==> config.mk <==
export PLATFORM = sky130hd
export DESIGN_NAME = cache_controller_flat
export DESIGN_NICKNAME = d
export VERILOG_FILES = /design/src/rtl/cache_pkg.sv /design/src/rtl/cache_internal_if.sv /design/src/rtl/cache_controller.sv /design/src/flat_wrapper.sv
export SDC_FILE = /design/constraint.sdc
export NUM_CORES = 1
export LEC_CHECK = 0
export ABC_CLOCK_PERIOD_IN_PS = 1500
export CORE_MARGIN = 10
export CORE_UTILIZATION = 34
export CTS_BUF_LIST = sky130_fd_sc_hd__clkbuf_4
export DETAILED_ROUTE_END_ITERATION = 7
export HOLD_SLACK_MARGIN = 0.15
export PLACE_DENSITY = 0.74
export SYNTH_ARGS = -nofsm -noshare
export SYNTH_HDL_FRONTEND = slang
export SYNTH_SLANG_ARGS = --single-unit
==> constraint.sdc <==
create_clock -name clk -period 1.5 [get_ports clk]
set_input_delay 0.375 -clock clk [delete_from_list [all_inputs] [get_ports clk]]
set_output_delay 0.375 -clock clk [all_outputs]
set_load 0.005 [all_outputs]
==> src/rtl/cache_pkg.sv <==
// Shared types and constants for the L1 cache control path.
// Controller state encoding and CPU operation codes.
package cache_pkg;

  typedef enum logic [1:0] {
    IDLE      = 2'd0,
    LOOKUP    = 2'd1,
    WRITEBACK = 2'd2,
    FETCH     = 2'd3
  } cache_ctl_state_e;

  localparam logic OP_READ  = 1'b0;
  localparam logic OP_WRITE = 1'b1;

endpackage

==> src/rtl/cache_internal_if.sv <==
// Control bundle between the cache controller FSM and the cache datapath.
// The controller issues single-cycle strobes; the datapath reports tag/dirty/counter status.
interface cache_internal_if;

  // statistics strobes
  logic count_hit;
  logic count_miss;
  logic count_read;
  logic count_write;
  logic count_writeback;

  // datapath control strobes
  logic process_lru_counters;
  logic perform_write;
  logic set_selected_dirty_bit;
  logic clear_selected_dirty_bit;
  logic clear_selected_valid_bit;
  logic set_hmem_block_address;
  logic use_victim_tag_for_hmem_block_address;
  logic reset_counter;
  logic decrement_counter;
  logic miss_recovery_mode;
  logic finish_new_line_install;

  // datapath status
  logic counter_done;
  logic valid_block_match;
  logic valid_dirty_bit;

  modport controller (
    output count_hit,
    output count_miss,
    output count_read,
    output count_write,
    output count_writeback,
    output process_lru_counters,
    output perform_write,
    output set_selected_dirty_bit,
    output clear_selected_dirty_bit,
    output clear_selected_valid_bit,
    output set_hmem_block_address,
    output use_victim_tag_for_hmem_block_address,
    output reset_counter,
    output decrement_counter,
    output miss_recovery_mode,
    output finish_new_line_install,
    input  counter_done,
    input  valid_block_match,
    input  valid_dirty_bit
  );

  modport datapath (
    input  count_hit,
    input  count_miss,
    input  count_read,
    input  count_write,
    input  count_writeback,
    input  process_lru_counters,
    input  perform_write,
    input  set_selected_dirty_bit,
    input  clear_selected_dirty_bit,
    input  clear_selected_valid_bit,
    input  set_hmem_block_address,
    input  use_victim_tag_for_hmem_block_address,
    input  reset_counter,
    input  decrement_counter,
    input  miss_recovery_mode,
    input  finish_new_line_install,
    output counter_done,
    output valid_block_match,
    output valid_dirty_bit
  );

endinterface

==> src/rtl/cache_controller.sv <==
// L1 cache control FSM: request accept, hit handling, dirty-victim writeback
// and word-by-word line fetch over the hmem handshake. Outputs are decoded from state.
module cache_controller
  import cache_pkg::*;
#(
  parameter bit STATS_EN = 1'b1
) (
  input  logic clk,
  input  logic reset_n,
  input  logic cpu_req_valid,
  input  logic cpu_req_we,
  output logic cpu_req_ready,
  output logic cpu_req_done,
  output logic hmem_valid,
  output logic hmem_we,
  input  logic hmem_ready,
  cache_internal_if.controller ctl
);

  cache_ctl_state_e state_q, state_d;
  logic we_q, we_d;

  logic cnt_hit, cnt_miss, cnt_read, cnt_write, cnt_writeback;
  logic lru, pw, set_dirty, clr_dirty, clr_valid;
  logic set_addr, use_victim, rst_cnt, dec_cnt, recovery, install;

  always_ff @(posedge clk) begin
    if (!reset_n) begin
      state_q <= IDLE;
      we_q    <= OP_READ;
    end else begin
      state_q <= state_d;
      we_q    <= we_d;
    end
  end

  always_comb begin
    state_d       = state_q;
    we_d          = we_q;
    cpu_req_ready = 1'b0;
    cpu_req_done  = 1'b0;
    hmem_valid    = 1'b0;
    hmem_we       = 1'b0;
    cnt_hit       = 1'b0;
    cnt_miss      = 1'b0;
    cnt_read      = 1'b0;
    cnt_write     = 1'b0;
    cnt_writeback = 1'b0;
    lru           = 1'b0;
    pw            = 1'b0;
    set_dirty     = 1'b0;
    clr_dirty     = 1'b0;
    clr_valid     = 1'b0;
    set_addr      = 1'b0;
    use_victim    = 1'b0;
    rst_cnt       = 1'b0;
    dec_cnt       = 1'b0;
    recovery      = 1'b0;
    install       = 1'b0;

    if (!reset_n) begin
      // Held in reset: present the idle face with no strobes.
      state_d       = IDLE;
      cpu_req_ready = 1'b1;
    end else begin
      unique case (state_q)
        IDLE: begin
          cpu_req_ready = 1'b1;
          if (cpu_req_valid) begin
            cnt_read  = (cpu_req_we == OP_READ);
            cnt_write = (cpu_req_we == OP_WRITE);
            we_d      = cpu_req_we;
            state_d   = LOOKUP;
          end
        end

        LOOKUP: begin
          if (ctl.valid_block_match) begin
            cnt_hit      = 1'b1;
            lru          = 1'b1;
            cpu_req_done = 1'b1;
            pw           = (we_q == OP_WRITE);
            set_dirty    = (we_q == OP_WRITE);
            state_d      = IDLE;
          end else if (ctl.valid_dirty_bit) begin
            cnt_miss      = 1'b1;
            cnt_writeback = 1'b1;
            set_addr      = 1'b1;
            use_victim    = 1'b1;
            rst_cnt       = 1'b1;
            state_d       = WRITEBACK;
          end else begin
            cnt_miss  = 1'b1;
            set_addr  = 1'b1;
            rst_cnt   = 1'b1;
            clr_valid = 1'b1;
            state_d   = FETCH;
          end
        end

        WRITEBACK: begin
          recovery   = 1'b1;
          hmem_valid = 1'b1;
          hmem_we    = 1'b1;
          if (hmem_ready) begin
            if (!ctl.counter_done) begin
              dec_cnt = 1'b1;
            end else begin
              // Victim fully written: retarget hmem at the requested line.
              clr_dirty = 1'b1;
              clr_valid = 1'b1;
              set_addr  = 1'b1;
              rst_cnt   = 1'b1;
              state_d   = FETCH;
            end
          end
        end

        FETCH: begin
          recovery   = 1'b1;
          hmem_valid = 1'b1;
          if (hmem_ready) begin
            pw = 1'b1;
            if (!ctl.counter_done) begin
              dec_cnt = 1'b1;
            end else begin
              // Replay the lookup; it now hits and completes the request.
              install = 1'b1;
              state_d = LOOKUP;
            end
          end
        end

        default: state_d = IDLE;
      endcase
    end
  end

  assign ctl.count_hit       = STATS_EN ? cnt_hit       : 1'b0;
  assign ctl.count_miss      = STATS_EN ? cnt_miss      : 1'b0;
  assign ctl.count_read      = STATS_EN ? cnt_read      : 1'b0;
  assign ctl.count_write     = STATS_EN ? cnt_write     : 1'b0;
  assign ctl.count_writeback = STATS_EN ? cnt_writeback : 1'b0;

  assign ctl.process_lru_counters                  = lru;
  assign ctl.perform_write                         = pw;
  assign ctl.set_selected_dirty_bit                = set_dirty;
  assign ctl.clear_selected_dirty_bit              = clr_dirty;
  assign ctl.clear_selected_valid_bit              = clr_valid;
  assign ctl.set_hmem_block_address                = set_addr;
  assign ctl.use_victim_tag_for_hmem_block_address = use_victim;
  assign ctl.reset_counter                         = rst_cnt;
  assign ctl.decrement_counter                     = dec_cnt;
  assign ctl.miss_recovery_mode                    = recovery;
  assign ctl.finish_new_line_install               = install;

endmodule
==> src/flat_wrapper.sv <==
// flat-port wrapper written by rule: the top's interface ports become plain ports
module cache_controller_flat import cache_pkg::*;
#(
  parameter bit STATS_EN = 1'b1
)
  (clk, reset_n, cpu_req_valid, cpu_req_we, cpu_req_ready, cpu_req_done, hmem_valid, hmem_we, hmem_ready, ctl_count_hit, ctl_count_miss, ctl_count_read, ctl_count_write, ctl_count_writeback, ctl_process_lru_counters, ctl_perform_write, ctl_set_selected_dirty_bit, ctl_clear_selected_dirty_bit, ctl_clear_selected_valid_bit, ctl_set_hmem_block_address, ctl_use_victim_tag_for_hmem_block_address, ctl_reset_counter, ctl_decrement_counter, ctl_miss_recovery_mode, ctl_finish_new_line_install, ctl_counter_done, ctl_valid_block_match, ctl_valid_dirty_bit);
  cache_internal_if ctl_i ();
  input  logic clk;
  input  logic reset_n;
  input  logic cpu_req_valid;
  input  logic cpu_req_we;
  output logic cpu_req_ready;
  output logic cpu_req_done;
  output logic hmem_valid;
  output logic hmem_we;
  input  logic hmem_ready;
  output wire logic [$bits(ctl_i.count_hit)-1:0] ctl_count_hit;
  output wire logic [$bits(ctl_i.count_miss)-1:0] ctl_count_miss;
  output wire logic [$bits(ctl_i.count_read)-1:0] ctl_count_read;
  output wire logic [$bits(ctl_i.count_write)-1:0] ctl_count_write;
  output wire logic [$bits(ctl_i.count_writeback)-1:0] ctl_count_writeback;
  output wire logic [$bits(ctl_i.process_lru_counters)-1:0] ctl_process_lru_counters;
  output wire logic [$bits(ctl_i.perform_write)-1:0] ctl_perform_write;
  output wire logic [$bits(ctl_i.set_selected_dirty_bit)-1:0] ctl_set_selected_dirty_bit;
  output wire logic [$bits(ctl_i.clear_selected_dirty_bit)-1:0] ctl_clear_selected_dirty_bit;
  output wire logic [$bits(ctl_i.clear_selected_valid_bit)-1:0] ctl_clear_selected_valid_bit;
  output wire logic [$bits(ctl_i.set_hmem_block_address)-1:0] ctl_set_hmem_block_address;
  output wire logic [$bits(ctl_i.use_victim_tag_for_hmem_block_address)-1:0] ctl_use_victim_tag_for_hmem_block_address;
  output wire logic [$bits(ctl_i.reset_counter)-1:0] ctl_reset_counter;
  output wire logic [$bits(ctl_i.decrement_counter)-1:0] ctl_decrement_counter;
  output wire logic [$bits(ctl_i.miss_recovery_mode)-1:0] ctl_miss_recovery_mode;
  output wire logic [$bits(ctl_i.finish_new_line_install)-1:0] ctl_finish_new_line_install;
  input wire logic [$bits(ctl_i.counter_done)-1:0] ctl_counter_done;
  input wire logic [$bits(ctl_i.valid_block_match)-1:0] ctl_valid_block_match;
  input wire logic [$bits(ctl_i.valid_dirty_bit)-1:0] ctl_valid_dirty_bit;
  assign ctl_count_hit = ctl_i.count_hit;
  assign ctl_count_miss = ctl_i.count_miss;
  assign ctl_count_read = ctl_i.count_read;
  assign ctl_count_write = ctl_i.count_write;
  assign ctl_count_writeback = ctl_i.count_writeback;
  assign ctl_process_lru_counters = ctl_i.process_lru_counters;
  assign ctl_perform_write = ctl_i.perform_write;
  assign ctl_set_selected_dirty_bit = ctl_i.set_selected_dirty_bit;
  assign ctl_clear_selected_dirty_bit = ctl_i.clear_selected_dirty_bit;
  assign ctl_clear_selected_valid_bit = ctl_i.clear_selected_valid_bit;
  assign ctl_set_hmem_block_address = ctl_i.set_hmem_block_address;
  assign ctl_use_victim_tag_for_hmem_block_address = ctl_i.use_victim_tag_for_hmem_block_address;
  assign ctl_reset_counter = ctl_i.reset_counter;
  assign ctl_decrement_counter = ctl_i.decrement_counter;
  assign ctl_miss_recovery_mode = ctl_i.miss_recovery_mode;
  assign ctl_finish_new_line_install = ctl_i.finish_new_line_install;
  assign ctl_i.counter_done = ctl_counter_done;
  assign ctl_i.valid_block_match = ctl_valid_block_match;
  assign ctl_i.valid_dirty_bit = ctl_valid_dirty_bit;
  cache_controller #(.STATS_EN(STATS_EN)) u_core (.clk(clk), .reset_n(reset_n), .cpu_req_valid(cpu_req_valid), .cpu_req_we(cpu_req_we), .cpu_req_ready(cpu_req_ready), .cpu_req_done(cpu_req_done), .hmem_valid(hmem_valid), .hmem_we(hmem_we), .hmem_ready(hmem_ready), .ctl(ctl_i));
endmodule
* After elaboration in Yosys (flattened, before gate mapping)
Index checks and enable logic that the tools add are counted.
** Storage, ports and cells
- Bits of input ports :: 8
- Word-level logic and storage cells :: 67
- Flip-flop bits (word level) :: 3
** Cells by class
- Mux-type cells :: 52
- Reductions and logical operators :: 4
- Eq/ne operators :: 8
- Bitwise operators :: 1
** Operators by type and width (count)
- 2-to-1 mux 1 bit :: 42
- 2-to-1 mux 2 bit :: 6
- inequality test 2 bit, second input constant :: 5
- one-hot mux 2 bit (4 select lines) :: 1
- one-hot mux 1 bit (2 select lines) :: 3
- AND reduction 5 bit :: 1
- == test 2 bit, second input constant :: 2
- == test 2 x 1 -> 1 bit, second input constant :: 1
- zero test 2 bit :: 1
- AND reduction 2 bit :: 1
- OR reduction 2 bit :: 1
- inverter 1 bit :: 1

* Depth between registers and ports, before layout
- Word-level depth :: 4
- Gate-level depth with buffers :: 6
- Gate-level depth less buffers :: 5

* Least setup slack after synthesis
No wires, ideal clock.
- Path type :: register -> output
- Start :: register u_core.state_q[1]
- End :: output ctl_set_hmem_block_address
- Data arrival time :: 1.134 ns
- Setup slack :: -0.009 ns
- Stages on the path, launching flop included :: 7
- Path through :: dfxtp_1 inv_1 ha_1 nor2b_1 a31oi_1 nor2_1 buf_4
** On the way
- Word-level cells in the longest chain between the ends :: 3
- Elaborated cells between the ends (all ways) :: 4
- Classes of those cells :: eq/ne (2); mux (2)
** Ends and longest elaborated chain
- start: declaration :: line cache_controller.sv:20 : cache_ctl_state_e state_q, state_d;
- start signal: assignment :: line cache_controller.sv:32 : state_q <= state_d;
- == test 2 bit / == test 2 x 1 -> 1 bit (equally long branches)
- one-hot mux 1 bit (2 select lines) *
- 2-to-1 mux 1 bit *
- end: declaration :: line flat_wrapper.sv:27 : output wire logic [$bits(ctl_i.set_hmem_block_address)-1:0] ctl_set_hmem_block_address;
Mark *: on every way between the ends. The rest lies on a longest branch, timed or not.

* Final worst setup path
- Start :: register u_core.state_q[1]
- End :: output ctl_decrement_counter
** On the way
- Word-level cells in the longest chain between the ends :: 4
- Elaborated cells between the ends (all ways) :: 5
- Classes of those cells :: eq/ne (2); mux (2); reduce/logical (1)
** Ends and longest elaborated chain
- == test 2 bit :: line cache_controller.sv:66 : unique case (state_q)
- OR reduction 2 bit (no line) *
- 2-to-1 mux 1 bit *
- 2-to-1 mux 1 bit * :: line cache_controller.sv:61 : if (!reset_n) begin
- end: declaration :: line flat_wrapper.sv:30 : output wire logic [$bits(ctl_i.decrement_counter)-1:0] ctl_decrement_counter;
Marks and branches as above.

==> metrics.csv <==
stage,metric,value,unit
power,Logic pwr share,60.5,%
floorplanning,Starting Density,36.0,%
critical_path,crit path cell chain,buf_6 -> ha_4 -> o21a_1 -> and3b_2 -> buf_6,
global_route,vias in the first global route,551,
place,placed insts,108,
critical_path,Top delay family on crit path,flip-flops,
sta,Tmin final,1.76,ns
global_route,initial antenna violation count,0,
floorplanning,Core Area,0.00128,mm2
min_path,min-delay worst type,flip-flop to flip-flop,
synthesis,register area share after synthesis,13.0,%
routing,final antenna-violating net count,0,
synthesis,most frequent cell after synthesis,ha_1,
synthesis,async set or reset register ratio after synthesis,0,%
synthesis,Synthesized Nets,69,
status,failing checks,negative setup slack,
power,Int Power,0.483,mW
routing,vias,580,
power,PwrDens,693,mW/mm2
critical_path,biggest cell delay along the critical path,0.37,ns
sta,Slew HR,79.0,%
synthesis,"Primary FF master, synth",dfxtp_1,
sta,Worst Slack Setup Final,-0.259,ns
place,PortBufs,27,
power,Net Sw Frac,31.4,%
synthesis,Post-synth EDFFs,0,
clock_tree,Sink Count,3,
sta,unrepaired setup endpoints after global routing,true,
floorplanning,row count,13,
synthesis,share of the synthesized area in the top cell type,16.2,%
critical_path,CP Max Fanout,5,
sta,Setup Skew,0.00489,ns
synthesis,Synth area leader,ha_1,
status,status,"finished, violations left",
routing,Initial DRT Pass Iterations,4,
synthesis,"top cells by count, synth","6 x ha_1, 5 x buf_4, 5 x nand2_1",
place,Placer Congestion,0.723,
global_route,total grt overflow,0,
global_route,first-pass GRT wire length,2.82,mm
clock_tree,CTS tree,yes,
synthesis,Netlist cell types,29,
power,Clock power frac,22.0,%
power,Design Power,0.704,mW
sta,Worst-Margin Slew,0.315,ns
routing,post-detailed-route DRC marker count,0,
final_layout,n_diodes,0,
final_layout,Layout area overhead,119,%
power,Lkg Pwr,0.503,nW
final_layout,"non-filler cells, final",118,
floorplanning,io pins,28,
critical_path,Critical path buffers and inverters,2,
synthesis,Synth Instances,55,
sta,worst hold margin,0.655,ns
routing,WL/cell,14.8,um
critical_path,CP endpoint kind,output pin,
power,NetSw,0.221,mW
synthesis,Mapped Area,463,um2
power,Peak VDD IR,0.919,mV
min_path,WHS Path Cells,3,
critical_path,crit start category,flip-flop,
min_path,HP Start,u_core.we_q$_SDFFE_PN0P_,
floorplanning,Die Ht,56.9,um
global_route,total track usage,10.4,%
sta,fmax,568,MHz
routing,starting DRC count in detailed routing,12,
synthesis,"top cells by area, synth","ha_1 16%, dfxtp_1 13%, buf_4 8.1%",
critical_path,"Req. time, crit path",1.12,ns
critical_path,Critical Path AT,1.38,ns
sta,setup TNS,-3.46,ns
critical_path,Setup CP Type,flip-flop to output pin,
sta,Tcrit/Tclk final,117,%
critical_path,CP max stage cell,dfxtp_4,
synthesis,Synth warnings,0,
synthesis,Synth Area per Inst,8.42,um2
synthesis,Yosys reg bits,3,
sta,# setup viols final,22,
floorplanning,die area,0.00324,mm2
clock_tree,hold_buf cts,0,
final_layout,Final nets,118,
sta,Slew Limit Fails,0,
floorplanning,DIE WIDTH,56.9,um
global_route,largest net degree at the start of global routing,12,
critical_path,cell repeated most along the worst path,buf_6,
routing,vias per cell,4.92,
clock_tree,htree depth,1,
critical_path,FF-to-FF End,u_core.state_q[1]$_SDFFE_PN0P_,
clock_tree,clk buf depth,2,
sta,final hold vios,0,
critical_path,FF-to-FF setup slack,-0.08,ns
routing,final WL,1.74,mm
final_layout,share of cells above drive strength 1,68.9,%
final_layout,Filler cells,82,
critical_path,R2R cell count,6,
run,max cap viols,0,
power,Flop pwr share,17.4,%
clock_tree,CTS Root Cell,clkbuf_4,
critical_path,R2R Path Start,u_core.state_q[0]$_SDFFE_PN0P_,
clock_tree,cts bufs inserted,3,
clock_tree,"CTS clk-pin slew, worst paths",0.04,ns
clock_tree,worst skew pair latency,0.23,ns
place,HPWL Detailed,1.17,mm
min_path,Worst Hold End,u_core.we_q$_SDFFE_PN0P_,
[layout by cell type (no fill, tap or decap), drive strengths merged, types with 2 or more instances in the layout]
master	instances
mux2i	2
dfxtp	3
nor3b	2
and2	3
nor2	2
a31oi	2
inv	2
and2b	4
and4	2
and3	2
buf	43
nor2b	2
nand2b	2
ha	6
dlygate4sd2	4
clkdlybuf4s15	2
nand2	6
clkbuf	4
[routing by layer]
layer	part of all wire (%)	track usage [%]	vias to the layer above
li1	-	-	288
met1	42	12.1	271
met2	50	18.0	21
met3	7.3	4.27	0
met4	0	1.01	0
met5	0	0	-
[per-stage QoR]
stage          utilization (%)  worst slack, ns  cell area, um2
2_1_floorplan                -         0.000716             467
3_3_place_gp              65.5           -0.751             842
3_5_place_dp              65.5           -0.781             842
4_1_cts                   76.8           -0.244             987
5_1_grt                   79.1           -0.297            1020
6_report                  79.1           -0.259            1020
[worst max-delay path by stage]
stage | start | endpoint | cells after the start
floorplan | u_core.state_q[0]$_SDFFE_PN0P_ | u_core.state_q[1]$_SDFFE_PN0P_ | 5
global placement | reset_n | ctl_use_victim_tag_for_hmem_block_address | 4
detailed placement | reset_n | ctl_count_writeback | 4
CTS | u_core.state_q[1]$_SDFFE_PN0P_ | ctl_decrement_counter | 5
global route | u_core.state_q[1]$_SDFFE_PN0P_ | ctl_decrement_counter | 5
finish | u_core.state_q[1]$_SDFFE_PN0P_ | ctl_decrement_counter | 5
[tightest hold or removal path, cell delays in order (launching register included)]
cell      delay [ns]
dfxtp_1         0.33
buf_4           0.14
nand2_1         0.04
a21boi_0        0.08
[state kept, by name, summed over array words and instances (netlist names)]
register,count
u_core.state_q,2
u_core.we_q,1
[power groups by stage]
| stage | combinational, mW | clock [mW] | sequential (mW) |
|---|---|---|---|
| 3_5_place_dp | 0.322 | 0 | 0.107 |
| 2_1_floorplan | 0.142 | 0 | 0.104 |
| 5_1_grt | 0.460 | 0.165 | 0.124 |
| 3_3_place_gp | 0.315 | 0 | 0.106 |
| 4_1_cts | 0.411 | 0.162 | 0.121 |
| 6_report | 0.426 | 0.155 | 0.123 |
[what timing repair did]
action	4_1_cts	5_1_grt
cloned	0	0
pin swaps	14	8
setup buffers	4	2
gates resized for setup	128	3
endpoints found under the setup margin	22	22
[area by class of cell]
type                       instances  area [um2]  area share (%)
inverter                           2        12.5            1.23
timing repair buffer              50         430            42.4
multi-input combinational         44         457            45.0
tap                               15        18.8            1.85
clock buffer                       4        30.0            2.96
sequential                         3        67.6            6.65
[kinds of logic (layout without fill, tap and decap cells)]
group                      after synthesis  after routing  synth area share (%)
adders and majority gates                6              6                  16.2
buffers and inverters                    8             56                  10.5
DFF                                      3              3                  13.0
muxes                                    2              2                  4.32
AOI/OAI and AO/OA                        9              9                  18.4
and+or+nand+nor                         27             27                  37.6
(Power assumes the default switching activity.)
